[src/rtl/pd_pkg.sv]
// Shared types and payoff constants for the iterated prisoner's dilemma match.
// Combinational helpers only: no latency, no flow control.
package pd_pkg;

    localparam logic COOPERATE = 1'b0;
    localparam logic DEFECT    = 1'b1;

    localparam logic [2:0] PAY_R = 3'd3;
    localparam logic [2:0] PAY_S = 3'd0;
    localparam logic [2:0] PAY_T = 3'd5;
    localparam logic [2:0] PAY_P = 3'd1;

    typedef enum logic [2:0] {
        COOP,
        RETALIATE,
        GRUDGE,
        ENDGAME,
        DONE
    } state_t;

    function automatic logic [2:0] payoff_b(input logic a_move, input logic b_move);
        logic [2:0] pay;
        case ({a_move, b_move})
            2'b00:   pay = PAY_R;
            2'b10:   pay = PAY_S;
            2'b01:   pay = PAY_T;
            default: pay = PAY_P;
        endcase
        return pay;
    endfunction

endpackage

[src/rtl/pd_history_window.sv]
// Sliding window of opponent moves; wcount/last_two reflect the window after shifting in a_in.
// Updates one round per enabled edge; no backpressure, shift_en simply freezes it.
module pd_history_window #(
    parameter int WINDOW = 8,
    parameter int CW     = $clog2(WINDOW + 1)
) (
    input  logic          clk,
    input  logic          reset,
    input  logic          shift_en,
    input  logic          a_in,
    output logic [CW-1:0] wcount,
    output logic [1:0]    last_two
);

    logic [WINDOW-1:0] win_q;
    logic [WINDOW-1:0] win_d;
    logic [WINDOW-1:0] shifted;

    always_comb begin
        shifted = {win_q[WINDOW-2:0], a_in};
        win_d   = shift_en ? shifted : win_q;
        wcount  = '0;
        for (int i = 0; i < WINDOW; i++) begin
            wcount = wcount + CW'(shifted[i]);
        end
        // Cleared window yields 0 for the "previous round" bit in round 0.
        last_two = {win_q[0], a_in};
    end

    always_ff @(posedge clk) begin
        if (reset) begin
            win_q <= '0;
        end else begin
            win_q <= win_d;
        end
    end

endmodule

[src/rtl/player_b_adaptive.sv]
// B-side player: tit-for-two-tats with windowed grudge and end-game defection; one edge = one round.
// Response latency 1 round; no backpressure, a move is consumed on every edge until the match is done.
module player_b_adaptive #(
    parameter int NUM_ROUNDS   = 200,
    parameter int WINDOW       = 8,
    parameter int DEFECT_LIMIT = 3,
    parameter int GRUDGE_LEN   = 5,
    parameter int ENDGAME      = 2
) (
    input  logic        clk,
    input  logic        reset,
    input  logic        action_A,
    output logic        action_B,
    output logic [15:0] round_count,
    output logic [15:0] score_B,
    output logic [15:0] a_defect_count,
    output logic        match_done
);

    import pd_pkg::*;

    localparam int          CW           = $clog2(WINDOW + 1);
    localparam int          GW           = $clog2(GRUDGE_LEN + 1);
    localparam logic [15:0] LAST_ROUND   = 16'(NUM_ROUNDS - 1);
    localparam logic [31:0] ENDGAME_FROM = 32'(NUM_ROUNDS - ENDGAME);
    localparam logic [GW-1:0] GRUDGE_LOAD = GW'(GRUDGE_LEN);

    state_t         state_q, state_d, coop_next;
    logic           action_b_q, action_b_d;
    logic [15:0]    round_q, round_d;
    logic [15:0]    score_q, score_d;
    logic [15:0]    adc_q, adc_d;
    logic           done_q, done_d;
    logic [GW-1:0]  grudge_q, grudge_d;

    logic [CW-1:0]  wcount;
    logic [1:0]     last_two;
    logic           round_active;
    logic           grudge_hit;
    logic [16:0]    score_sum;

    assign round_active = (state_q != DONE);

    pd_history_window #(
        .WINDOW (WINDOW),
        .CW     (CW)
    ) u_window (
        .clk      (clk),
        .reset    (reset),
        .shift_en (round_active),
        .a_in     (action_A),
        .wcount   (wcount),
        .last_two (last_two)
    );

    always_comb begin
        state_d    = state_q;
        action_b_d = action_b_q;
        round_d    = round_q;
        score_d    = score_q;
        adc_d      = adc_q;
        done_d     = done_q;
        grudge_d   = grudge_q;
        score_sum  = {1'b0, score_q} + 17'(payoff_b(action_A, action_b_q));
        grudge_hit = (32'(wcount) >= 32'(DEFECT_LIMIT));

        if (grudge_hit) begin
            coop_next = GRUDGE;
        end else if (last_two == 2'b11) begin
            coop_next = RETALIATE;
        end else begin
            coop_next = COOP;
        end

        if (round_active) begin
            score_d = score_sum[16] ? 16'hFFFF : score_sum[15:0];
            if (action_A == DEFECT && adc_q != 16'hFFFF) begin
                adc_d = adc_q + 16'd1;
            end
            if (round_q != 16'hFFFF) begin
                round_d = round_q + 16'd1;
            end

            case (state_q)
                COOP:      state_d = coop_next;
                RETALIATE: begin
                    if (grudge_hit) begin
                        state_d = GRUDGE;
                    end else if (action_A == COOPERATE) begin
                        state_d = COOP;
                    end
                end
                GRUDGE: begin
                    // The round the grudge expires is judged like a COOP round,
                    // so a still-hostile window re-arms the grudge without a gap.
                    if (grudge_q <= GW'(1)) begin
                        grudge_d = '0;
                        state_d  = coop_next;
                    end else begin
                        grudge_d = grudge_q - GW'(1);
                    end
                end
                default:   state_d = state_q;
            endcase

            if (state_d == GRUDGE && (state_q != GRUDGE || grudge_q <= GW'(1))) begin
                grudge_d = GRUDGE_LOAD;
            end

            if (ENDGAME > 0 && ({16'b0, round_q} + 32'd1) >= ENDGAME_FROM) begin
                state_d = pd_pkg::ENDGAME;
            end

            if (round_q == LAST_ROUND) begin
                state_d = DONE;
                done_d  = 1'b1;
            end

            action_b_d = (state_d == RETALIATE) || (state_d == GRUDGE)
                      || (state_d == pd_pkg::ENDGAME);
        end
    end

    always_ff @(posedge clk) begin
        if (reset) begin
            state_q    <= COOP;
            action_b_q <= COOPERATE;
            round_q    <= '0;
            score_q    <= '0;
            adc_q      <= '0;
            done_q     <= 1'b0;
            grudge_q   <= '0;
        end else begin
            state_q    <= state_d;
            action_b_q <= action_b_d;
            round_q    <= round_d;
            score_q    <= score_d;
            adc_q      <= adc_d;
            done_q     <= done_d;
            grudge_q   <= grudge_d;
        end
    end

    assign action_B       = action_b_q;
    assign round_count    = round_q;
    assign score_B        = score_q;
    assign a_defect_count = adc_q;
    assign match_done     = done_q;

endmodule

[config.mk]
export PLATFORM = sky130hd
export DESIGN_NAME = player_b_adaptive
export DESIGN_NICKNAME = d
export VERILOG_FILES = /design/src/rtl/pd_pkg.sv /design/src/rtl/pd_history_window.sv /design/src/rtl/player_b_adaptive.sv
export SDC_FILE = /design/constraint.sdc
export NUM_CORES = 1
export LEC_CHECK = 0
export ABC_AREA = 1
export CORE_MARGIN = 4
export CORE_UTILIZATION = 40
export CTS_CLUSTER_DIAMETER = 80
export CTS_CLUSTER_SIZE = 20
export DETAILED_ROUTE_END_ITERATION = 16
export GPL_ROUTABILITY_DRIVEN = 0
export MAX_ROUTING_LAYER = met4
export PLACE_DENSITY = 0.68
export SLEW_MARGIN = 20
export SYNTH_ARGS = -nofsm -noshare
export SYNTH_HDL_FRONTEND = slang
export SYNTH_SLANG_ARGS = --single-unit
[constraint.sdc]
create_clock -name clk -period 3.2 [get_ports clk]
set_input_delay 0.32 -clock clk [delete_from_list [all_inputs] [get_ports clk]]
set_output_delay 0.32 -clock clk [all_outputs]
set_load 0.05 [all_outputs]
# Word-level counts from Yosys, hierarchy flattened

Cells that the tools add are included.

Bits in registers: 63
Output and inout port bits: 50
Word-level logic and storage cells: 64

Add/sub/neg operators: 12
Magnitude comparators: 3
Equal/unequal tests: 14
Muxes and demuxes: 15
Reductions and logical operators: 12

Operators by type and width:

| kind                                                               | count |
|---|---|
| adder 16 x 1 -> 16 bit, second input constant                      | 2 |
| inequality test 16 bit, second input constant                      | 2 |
| two-way mux 3 bit                                                  | 10 |
| adder 4 x 1 -> 4 bit                                               | 5 |
| case mux 3 bit (3 select lines)                                    | 2 |
| adder 16 x 1 -> 17 bit, second input constant                      | 1 |
| adder 16 x 3 -> 17 bit                                             | 1 |
| greater-or-equal comparator 17 x 8 -> 1 bit, second input constant | 1 |
| equality test 16 x 8 -> 1 bit, second input constant               | 1 |
| two-way mux 16 bit                                                 | 1 |
| equality test 3 x 2 -> 1 bit, second input constant                | 4 |
| AND reduction 2 bit                                                | 4 |
| equality test 3 x 1 -> 1 bit, second input constant                | 2 |
| equality test 2 bit, second input constant                         | 2 |
| greater-or-equal comparator 4 x 2 -> 1 bit, second input constant  | 1 |
| adder 2 x 1 -> 3 bit                                               | 1 |
| less-or-equal comparator 3 x 1 -> 1 bit, second input constant     | 1 |
| logical NOT 3 bit                                                  | 1 |
| logical OR 1 bit                                                   | 3 |
| inequality test 3 x 2 -> 1 bit, second input constant              | 1 |
| inequality test 3 bit, second input constant                       | 1 |
| subtractor 3 x 1 -> 3 bit, second input constant                   | 1 |
| adder 1 x 1 -> 2 bit                                               | 1 |
| equality test 2 x 1 -> 1 bit, second input constant                | 1 |
| other kinds (5)                                                    | 6 |

# Logic depth before layout (Yosys ltp)

Depth after elaboration: 18
Gate-level depth with buffers: 19
Gate-level depth less buffers: 19

# Hierarchy

A second synthesis with hierarchy kept.

Cell total of the unflattened synthesis: 552
Area, all modules: 3772.4 um^2

Modules (own cells, without submodules):

| module            | times used | cells an instance | area each (um^2) | sequential area each (um^2) |
|---|---|---|---|---|
| player_b_adaptive | 1          | 487               | 3301.9           | 1121.1 |
| pd_history_window | 1          | 65                | 470.5            | 140.1 |

# Worst setup path before layout

No wires, ideal clock.

Kind: input-to-reg
From: in action_A
To: reg grudge_q[0]
Library setup time: 0.064 ns
Arrival time: 3.370 ns
Data required time: 3.136 ns
Slack: -0.234 ns
Stages: 16
Path buffers: 0
Path through: inv_1 fa_1 fa_1 fa_1 inv_1 ha_1 inv_1 fa_1 o22ai_1 a21oi_1 or2_2 nand2_1 nand4_1 nand2_1 o21ai_0 nor2_1

Longest elaborated chain between the ends: 16
Elaborated cells on any way between the ends: 21
Classes of those cells: add/sub (7); order compare (1); eq/ne (2); mux (8); reduce/logical (3)

RTL lines:

| item                                       | RTL line                 | text |
|---|---|---|
| start: declaration                         | player_b_adaptive.sv:12  | `input logic action_A,` |
| adder 1 x 1 -> 2 bit                       | pd_history_window.sv:24  | `wcount = wcount + CW'(shifted[i]);` |
| adder 2 x 1 -> 3 bit                       | pd_history_window.sv:24  |  |
| adder 4 x 1 -> 4 bit (5 in series)         | pd_history_window.sv:24  |  |
| greater-or-equal comparator 4 x 2 -> 1 bit | player_b_adaptive.sv:65  | `grudge_hit = (32'(wcount) >= 32'(DEFECT_LIMIT));` |
| two-way mux 2 bit                          | player_b_adaptive.sv:67  | `if (grudge_hit) begin` |
| two-way mux 3 bit                          | player_b_adaptive.sv:96  | `if (grudge_q <= GW'(1)) begin` |
| case mux 3 bit (3 select lines) (*)        | player_b_adaptive.sv:84  | `case (state_q)` |
| two-way mux 3 bit (*)                      | player_b_adaptive.sv:75  | `if (round_active) begin` |
| equality test 3 x 2 -> 1 bit (*)           | player_b_adaptive.sv:106 | `if (state_d == GRUDGE && (state_q != GRUDGE \|\| grudge_q <= GW'(1))) begin` |
| logical AND 1 bit (*)                      | player_b_adaptive.sv:106 |  |
| nonzero test 2 bit (no source line)        | -                        |  |
| AND reduction 2 bit (no source line)       | -                        |  |
| end signal: assignment                     | player_b_adaptive.sv:140 | `grudge_q <= grudge_d;` |
| end: declaration                           | player_b_adaptive.sv:34  | `logic [GW-1:0] grudge_q, grudge_d;` |

Every way passes the cells marked *; elsewhere a longest branch is shown, timed or not. The select of a mux whose other input is x is not followed.
A chain may end at the register's enable or synchronous reset.

# Worst setup path in the final report

From: reg u_window.win_q[0]
To: reg grudge_q[0]

Longest elaborated chain between the ends: 16
Elaborated cells on any way between the ends: 20
Classes of those cells: add/sub (7); order compare (1); eq/ne (2); mux (7); reduce/logical (3)

RTL lines:

| item                                       | RTL line                 | text |
|---|---|---|
| start: declaration                         | pd_history_window.sv:15  | `logic [WINDOW-1:0] win_q;` |
| start signal: assignment                   | pd_history_window.sv:34  | `win_q <= win_d;` |
| adder 1 x 1 -> 2 bit                       | pd_history_window.sv:24  |  |
| adder 2 x 1 -> 3 bit                       | pd_history_window.sv:24  |  |
| adder 4 x 1 -> 4 bit (5 in series)         | pd_history_window.sv:24  |  |
| greater-or-equal comparator 4 x 2 -> 1 bit | player_b_adaptive.sv:65  |  |
| two-way mux 2 bit                          | player_b_adaptive.sv:67  |  |
| two-way mux 3 bit                          | player_b_adaptive.sv:96  |  |
| case mux 3 bit (3 select lines) (*)        | player_b_adaptive.sv:84  |  |
| two-way mux 3 bit (*)                      | player_b_adaptive.sv:75  |  |
| equality test 3 x 2 -> 1 bit (*)           | player_b_adaptive.sv:106 |  |
| logical AND 1 bit (*)                      | player_b_adaptive.sv:106 |  |
| nonzero test 2 bit (no source line)        | -                        |  |
| AND reduction 2 bit (no source line)       | -                        |  |

Marks and branches as above.

==> flow_summary_export.csv <==
group,metric,value,unit
outcome,status,"finished, violations left",
outcome,violations,"setup timing",
final_layout,fillers,902,
timing,finalCritPeriodShare,108,%
global_routing,antenna_found_initial,0,
synth,async_flop_share,0,%
synth,synthXorXnorAreaFrac,2.11,%
route,drtIter0Drc,118,
final_layout,finish.utilization,50.5,%
route,num_vias,3690,
final_layout,finalInstanceArea,4630,um^2
route,antenna_left,0,
route,wl_per_cell,12.4,um
job,max-cap-violations,0,
critical_path,max_stage_delay,510,ps
final_layout,drive_above_1_share,10.3,%
critical_path,critPathArrivalTime,3740,ps
synth,synth_common_cells,"nand2_1, inv_1, dfxtp_1, a21oi_1, nor2_1",
global_routing,grt_util_all_layers,17.4,%
clock_network,clk_path_buf_depth,2,
timing,max_freq,288,MHz
synth,postSynthAreaPerCell,6.75,um^2
synth,synthFlopType,"dfxtp_1",
clock_network,clkSlewWorstSetupHoldPaths,70,ps
critical_path,cp_common_cell,"fa_1",
timing,hold_viol,0,
final_layout,syn_to_final_growth,23.8,%
critical_path,required,3470,ps
synth,seq_area_frac_synth,33.7,%
route,totalWireLength,9070,um
global_routing,overflow,0,
placement,place_area,4410,um^2
route,first_pass_iters,4,
synth,synthCells,554,
clock_network,clock-sinks,63,
timing,drv_slew,0,
placement,port_buffers,52,
clock_network,numCtsBuffers,9,
global_routing,grt_pass1_wl,15500,um
floorplanning,start_util,40.8,%
critical_path,crit_buf_inv,3,
timing,period_needed,3470,ps
final_layout,nets,636,
timing,fin_ws,-271,ps
global_routing,grt_max_degree,26,
floorplanning,fp.dieW,105,um
timing,setup_viol,6,
floorplanning,die_h,105,um
critical_path,path_class,"reg -> reg",
synth,ys_ff_latch,63,
critical_path,endpoint_kind,"flip-flop",
critical_path,cp_max_fo,3,
synth,syn_nets,573,
route,drc_errors,0,
global_routing,grt_pass1_vias,3447,
timing,skew,6.55,ps
synth,synth_compound_area_share,16.0,%
min_path,hp-class,"reg -> reg",
synth,synth_area_leader_cell,"dfxtp_1",
route,viasPerCell,5.03,
clock_network,tritoncts,"yes",
synth,synth_fa_ha_area_share,6.36,%
synth,synth_area,3740,um^2
synth,synth-edff-count,0,
final_layout,diodes,0,
floorplanning,core,9150,um^2
pwr,ir_drop,0.000260,V
synth,yosysMostFrequentCell,"nand2_1",
pwr,p_leak,0.00182,uW
critical_path,cpLargestDelayFamily,"adder cells",
clock_network,clk_latency,330,ps
floorplanning,rows,35,
clock_network,cts-root-buf,"clkbuf_8",
synth,ys_types,39,
critical_path,cp_slowest_cell,"fa_1",
synth,yosysTopAreaCellShare,33.7,%
synth,synth.area.mux_share,0,%
clock_network,hold_buffers,0,
timing,rsz0062_at_grt,"yes",
synth,yosysWarnings,0,
placement,dp_hpwl,6570,um
critical_path,startpoint_type,"flip-flop",
timing,tightest_slew,525,ps
critical_path,crit_chain,"inv_2, fa_1, fa_1, fa_1, inv_1, ha_2, inv_2, fa_2, o22ai_2, a21oi_2, or2_4, nand2_2, nand4_1, nand2_1, o21ai_0, nor2_1",
floorplanning,die-area,11000,um^2
timing,maxSlewHeadroom,64.9,%
synth,synth_simple_gate_area_share,31.4,%
synth,synth_area_leaders,"dfxtp_1, nand2_1, inv_1",
clock_network,cts-htree-levels,3,
pwr,power.density,436,nW/um^2
floorplanning,ios,53,
synth,synth_top_family_by_area,"simple AND/OR/NAND/NOR gates",
## cell usage in the layout, fill, tap and decap left out, types with 5 or more instances in the layout
master and instances:
nor2_1 46, dfxtp_1 62, nand2_1 116, clkdlybuf4s50_1 51, nor2_2 7, o21ai_0 41, ha_1 10, a21oi_1 45
nand2_2 7, buf_4 13, nor4_1 8, a211oi_1 5, inv_1 84, clkbuf_8 9, nor3_1 16, xor2_1 8
nand4_1 11, nand3_1 27
## sequential cells by signal, summed over array words and instances, names as in the netlist
register	flops
a_defect_count	16
action_B	1
grudge_q	3
match_done	1
round_count	16
score_B	16
state_q	3
u_window.win_q	7
## worst reg2reg max path, stage by stage (launching register included)
cell	delay [ps]
dfxtp_2	330
inv_2	40
fa_1	510
fa_1	420
fa_1	490
inv_1	50
ha_2	170
inv_2	50
fa_2	430
o22ai_2	120
a21oi_2	50
or2_4	250
nand2_2	60
nand4_1	120
nand2_1	140
o21ai_0	80
nor2_1	100
## per-layer routing
metal	wire length, um	track usage [%]	vias to the layer above
met5	0	-	-
met4	108	4.87	0
met3	446	3.34	10
met2	4260	28.2	84
met1	4250	22.3	1675
li1	-	-	1921
## cells by family (layout without fill, tap and decap cells)
family,Yosys count,in the layout
adder cells (fa/ha/maj),16,16
XOR/XNOR,9,9
AO/OA/AOI/OAI,109,109
buffers and inverters,102,170
AND/OR/NAND/NOR,255,255
flip-flops,63,63
## final timing paths
kind	startpoint	slack, ps	cells past startpoint	to
max	u_window.win_q[0]$_SDFFE_PP0N_	-270	16	grudge_q[0]$_SDFFE_PP0P_
min	a_defect_count[7]$_SDFFE_PP0P_	470	2	a_defect_count[7]$_SDFFE_PP0P_
max reg2reg	u_window.win_q[0]$_SDFFE_PP0N_	-270	16	grudge_q[0]$_SDFFE_PP0P_
min reg2reg	a_defect_count[7]$_SDFFE_PP0P_	470	2	a_defect_count[7]$_SDFFE_PP0P_
## per-stage QoR
stage / instances / setup slack (ps) / hold slack (ps) / TNS, ps / power (uW)
global route: 733 / -443 / 502 / -2190 / 2160
global placement: 712 / -848 / 460 / -4700 / 1420
CTS: 730 / -287 / 478 / -1360 / 2040
floorplan: 554 / -174 / 459 / -657 / 1290
detailed placement: 712 / -935 / 468 / -5130 / 1440
finish: 733 / -271 / 473 / -1280 / 2020
## power breakdown
group	total (uW)	internal, uW	switching, uW	leakage, uW
clock	580	278	302	0.0000801
combinational	540	203	337	0.00123
sequential	896	839	56.9	0.000511
total	2020	1320	696	0.00182
## cell type report
cell class	instances	area [um^2]	share of cell area, %
clock buffers	12	135	2.92
repair buffers	65	613	13.3
clock inverters	4	22.5	0.487
well taps	111	139	3.00
inverters	89	338	7.30
flip-flops and latches	63	1260	27.3
multi-input cells	389	2120	45.7
## what timing repair did
item,4_1_cts,5_1_grt
pin swaps,8,1
resized for setup,7,3
setup endpoints to repair,6,6
buffers inserted,2,3
(Power assumes the default switching activity.)
